$ cat src/rtl/stall_ctrl_pkg.sv
// stall_ctrl_pkg: shared stall/flush bus encodings, exception codes and FSM states
package stall_ctrl_pkg;
   typedef logic [5:0] stall_bus_t;
   typedef logic [4:0] exc_code_t;
   localparam logic STOP    = 1'b1;
   localparam logic NOSTOP  = 1'b0;
   localparam logic FLUSH   = 1'b1;
   localparam logic NOFLUSH = 1'b0;
   localparam exc_code_t EXC_NONE = 5'h10;
   localparam exc_code_t EXC_ERET = 5'h11;
   localparam int ST_PC  = 0;
   localparam int ST_IF  = 1;
   localparam int ST_ID  = 2;
   localparam int ST_EXE = 3;
   localparam int ST_MEM = 4;
   localparam int ST_WB  = 5;
   localparam stall_bus_t STALL_NONE = 6'b000000;
   localparam stall_bus_t STALL_IF   = 6'b000011;
   localparam stall_bus_t STALL_ID   = 6'b000111;
   localparam stall_bus_t STALL_EXE  = 6'b001111;
   localparam stall_bus_t STALL_MEM  = 6'b011111;
   typedef enum logic {RUN = 1'b0, DRAIN = 1'b1} state_e;
endpackage

$ cat src/rtl/stall_ctrl.sv
// stall_ctrl: merges stage stall requests, turns MEM exceptions into a flush, drains a stale fetch
module stall_ctrl
   import stall_ctrl_pkg::*;
#(
   parameter logic [31:0] EXC_ENTRY = 32'hBFC0_0380
) (
   input  logic        cpu_clk_50M,
   input  logic        cpu_rst,
   input  logic        stallreq_if,
   input  logic        stallreq_id,
   input  logic        stallreq_exe,
   input  logic        stallreq_mem,
   input  logic [4:0]  mem_exccode,
   input  logic [31:0] cp0_epc,
   input  logic        if_busy,
   output logic [5:0]  stall,
   output logic        flush,
   output logic [31:0] flush_pc,
   output logic        if_discard,
   output logic [31:0] stall_cycles
);
   state_e      state_q, state_d;
   logic [31:0] stall_cycles_q;
   logic        exc_take;
   // An exception stuck behind a data-SRAM wait is held until the access finishes
   assign exc_take     = (mem_exccode != EXC_NONE) && !stallreq_mem;
   assign stall_cycles = stall_cycles_q;
   // Next state and outputs: DRAIN ignores the pipeline, flush beats every stall request
   always_comb begin
      state_d    = state_q;
      stall      = STALL_NONE;
      flush      = NOFLUSH;
      flush_pc   = '0;
      if_discard = 1'b0;
      if (state_q == DRAIN) begin
         stall      = STALL_IF;
         if_discard = 1'b1;
         state_d    = if_busy ? DRAIN : RUN;
      end else if (exc_take) begin
         flush    = FLUSH;
         flush_pc = (mem_exccode == EXC_ERET) ? cp0_epc : EXC_ENTRY;
         state_d  = if_busy ? DRAIN : RUN;
      end else begin
         stall = stallreq_mem ? STALL_MEM :
                 stallreq_exe ? STALL_EXE :
                 stallreq_id  ? STALL_ID  :
                 stallreq_if  ? STALL_IF  : STALL_NONE;
      end
   end
   // State register and wrapping count of PC-stalled cycles
   always_ff @(posedge cpu_clk_50M) begin
      if (cpu_rst) begin
         state_q        <= RUN;
         stall_cycles_q <= '0;
      end else begin
         state_q        <= state_d;
         stall_cycles_q <= stall_cycles_q + 32'(stall[ST_PC]);
      end
   end
endmodule

$ cat config.mk
export PLATFORM = sky130hd
export DESIGN_NAME = stall_ctrl
export DESIGN_NICKNAME = d
export VERILOG_FILES = /design/src/rtl/stall_ctrl_pkg.sv /design/src/rtl/stall_ctrl.sv
export SDC_FILE = /design/constraint.sdc
export NUM_CORES = 1
export LEC_CHECK = 0
export CAP_MARGIN = 20
export CORE_UTILIZATION = 33
export CTS_BUF_LIST = sky130_fd_sc_hd__clkbuf_8 sky130_fd_sc_hd__clkbuf_16
export CTS_CLUSTER_SIZE = 20
export DETAILED_ROUTE_END_ITERATION = 10
export GPL_TIMING_DRIVEN = 0
export HOLD_SLACK_MARGIN = 0.06
export PLACE_DENSITY_LB_ADDON = 0.25
export SYNTH_ARGS = -nofsm -noshare
export SYNTH_HDL_FRONTEND = slang
export SYNTH_SLANG_ARGS = --single-unit
$ cat constraint.sdc
create_clock -name cpu_clk_50M -period 3.05 [get_ports cpu_clk_50M]
set_clock_uncertainty 0.15 [all_clocks]
set_input_delay 0.61 -clock cpu_clk_50M [delete_from_list [all_inputs] [get_ports cpu_clk_50M]]
set_output_delay 0.61 -clock cpu_clk_50M [all_outputs]
set_load 0.05 [all_outputs]
==> results.py <==
metrics = {
    "run_status": {
        "outcome": "finished, violations left",
        "violations": "DRC",
    },
    "synth": {
        "yosysUniqueCellTypes": 37,
        "synth.top_cell.area_share_pct": 35.27,
        "yosys_warnings": 0,
        "async_reset_ff_share_pct": 0,
        "synth_compound_area_share_pct": 15.97,
        "synth.area.mux_share_pct": 2.405,
        "synth.cells.most_frequent": "dfxtp_1, and2_1, nor2_1, a21oi_1, o21a_1",
        "yosysMostFrequentCell": "dfxtp_1",
        "yosys.area_share.adder_pct": 1.336,
        "syn_area_um2": 1873,
        "syn_inst": 231,
        "synth_area_leaders": "dfxtp_1, and2_1, o21a_1, a21oi_1, nor2_1",
        "synth_top_family_by_area": "simple AND/OR/NAND/NOR gates",
        "syn-num-nets": 277,
        "ys_ff_latch": 33,
        "synth_edf_count": 0,
        "yosys.area_share.simple_pct": 34.34,
        "seq_area_frac_synth_pct": 35.27,
        "synth_xor_area_share_pct": 4.676,
        "synth_ff_type": "dfxtp_1",
        "syn_area_per_cell_um2": 8.108,
        "synthDominantAreaCellType": "dfxtp_1",
    },
    "critical_path": {
        "cp.required_ns": 3.12,
        "r2r_start": "state_q",
        "rr_worst_depth": 7,
        "arrival_ns": 2.99,
        "reg2reg_slack_ns": 0.58,
        "cp-end-kind": "flip-flop",
        "r2r-end": "stall_cycles[18]",
        "cp-start-kind": "input port",
        "cp_max_fo": 6,
        "path_class": "in -> reg",
    },
    "power_and_ir_drop": {
        "p_sw_uw": 309.4,
        "powerDensity_nw_per_um2": 304.1,
        "combPwrFrac_pct": 24.0,
        "p_leak_uw": 0.001243,
        "seqPwrFrac_pct": 44.2,
        "p_int_uw": 690.4,
        "max-vdd-ir-drop_uv": 185.1,
        "power_frac_clock_pct": 31.9,
        "p_sw_share_pct": 30.94,
    },
    "sta": {
        "fmax_mhz": 342.8,
        "tightest_slew_ns": 0.5217,
        "relSlewSlack_pct": 65.11,
        "setup_slack_ns": 0.1328,
        "final_hold_viol_count": 0,
        "period_minus_slack_ns": 2.917,
        "maxSlewViolCount": 0,
        "min_period_over_period_pct": 95.65,
        "grt_setup_unrepaired": "false",
        "setup_viol": 0,
    },
    "floorplan": {
        "dieArea_um2": 5981,
        "initial_core_util_pct": 34.22,
        "die_w_um": 77.34,
        "core_um2": 5473,
        "die_h_um": 77.34,
        "ios": 116,
        "rows": 27,
    },
    "finish": {
        "drive_above_1_share_pct": 24.93,
        "antenna_cells": 0,
        "fill_cells": 510,
        "final-seq-area_um2": 660.6,
        "multi_input_area_um2": 1255,
        "postLayoutCellArea_um2": 3288,
        "layout.nets": 406,
        "area_growth_pct": 75.55,
    },
    "global_route": {
        "grt_pass1_wl_um": 9646,
        "grtUsageTotal_pct": 19.91,
        "globalRouteOverflowTotal": 0,
        "grt_max_degree": 11,
        "grt_pass1_vias": 1927,
        "antenna_found_initial": 0,
    },
    "cts": {
        "ctsHoldBuffers": 0,
        "clkSinkCount": 33,
        "cts_max_level": 2,
        "clk_latency_ns": 0.29,
        "cts_root_buf": "clkbuf_8",
        "cts_tree": "yes",
        "clk_pin_slew_ns": 0.07,
        "clock_path_buffers": 2,
        "cts_buffers": 5,
    },
    "min_path": {
        "hold_depth": 2,
        "worstHoldPathType": "reg -> reg",
        "holdCritStartpoint": "stall_cycles[30]",
        "whs_endpoint": "stall_cycles[30]",
    },
    "place": {
        "post-place-ws_ns": -0.9045,
        "dpl-instance-area_um2": 3183,
        "place_congestion": 0.7776,
        "hpwlAfterDp_um": 4411,
        "port_buffers": 114,
    },
    "detailed_routing": {
        "via_count": 2158,
        "drt-pass1-iter-count": 7,
        "routed_wl_um": 5909,
        "ant_nets": 0,
        "vias_per_cell": 4.984,
        "wire_per_inst_um": 13.65,
        "drtIter0Drc": 138,
        "drc_errors": 2,
    },
    "run": {
        "max_cap_violations": 0,
    },
}
-- worst max-delay path by stage --
stage / startpoint / slack [ns] / cells past startpoint / to
2_1_floorplan: mem_exccode[2] / -0.12 / 9 / stall_cycles[25]
3_3_place_gp: mem_exccode[1] / -0.88 / 7 / flush_pc[10]
3_5_place_dp: mem_exccode[1] / -0.90 / 7 / flush_pc[17]
4_1_cts: stallreq_mem / 0.005 / 6 / stall[1]
5_1_grt: mem_exccode[4] / 0.004 / 10 / stall_cycles[18]
6_report: stallreq_id / 0.13 / 9 / stall_cycles[18]
-- stage by stage --
step	total power, uW	hold WS (ns)	std cells	util [%]	TNS, ns
2_1_floorplan	586.0	0.5616	231	-	-1.466
3_3_place_gp	696.5	0.3350	417	58.16	-35.16
3_5_place_dp	701.4	0.3513	417	58.16	-36.36
4_1_cts	1007	0.3560	431	59.05	0
5_1_grt	1051	0.3855	433	60.08	0
6_report	999.8	0.3527	433	60.08	0
-- final cells by class --
class                      instances  share of cell area (%)
buffer                            16                   2.702
clock buffer                       5                   2.093
clock inverter                     3                  0.4186
inverter                           8                  0.9132
multi-input combinational        174                   38.17
sequential                        33                   20.09
tap                               72                   2.740
timing repair buffer             122                   32.88
-- sequential cells by signal, summed over array words and instances (netlist names) --
signal	cells
stall_cycles	32
state_q	1
-- cell families after synthesis --
family | Yosys count
XOR/XNOR | 10
flip-flops | 33
AND/OR/NAND/NOR | 110
adder cells (fa/ha/maj) | 2
buffers and inverters | 24
AO/OA/AOI/OAI | 47
multiplexers | 4
other | 1
-- power groups by stage --
stage	clock (uW)	combinational, uW	sequential, uW
floorplan	0	120	466
detailed placement	0	250	451
global placement	0	246	451
global route	356	252	442
CTS	327	238	441
finish	318	240	442
-- cells in the final DEF (no fill, tap or decap), types with 6 or more instances in the layout --
cell	n
buf_4	31
o31ai_1	9
clkdlybuf4s50_1	70
nand4_1	6
nor2_1	20
o21a_1	12
dfxtp_1	33
nand2_1	8
buf_2	12
xnor2_1	8
nor2b_1	6
inv_1	8
nand3_1	9
a21oi_1	14
or4_1	8
and2_1	21
-- critical path, stage by stage --
cell and delay (ns):
clkdlybuf4s50_1 0.49, nor4_2 0.07, o21bai_4 0.19, ha_4 0.18
ha_4 0.13, nand4_1 0.20, or3_4 0.49, or4_4 0.49
a21oi_2 0.14
-- per-layer routing --
layer / GRT usage (%) / wire length [um]
met2: 33.63 / 2825
met3: 5.059 / 393
met4: 6.038 / 101
met1: 24.73 / 2589
met5: 0 / 0
-- what timing repair did --
| item | CTS | global route |
|---|---|---|
| setup endpoints to repair | 55 | 37 |
| pin swaps | 7 | 9 |
| gates resized for setup | 204 | 18 |
| setup buffers | 6 | 2 |
No activity file was read; power rests on OpenSTA's default activity.
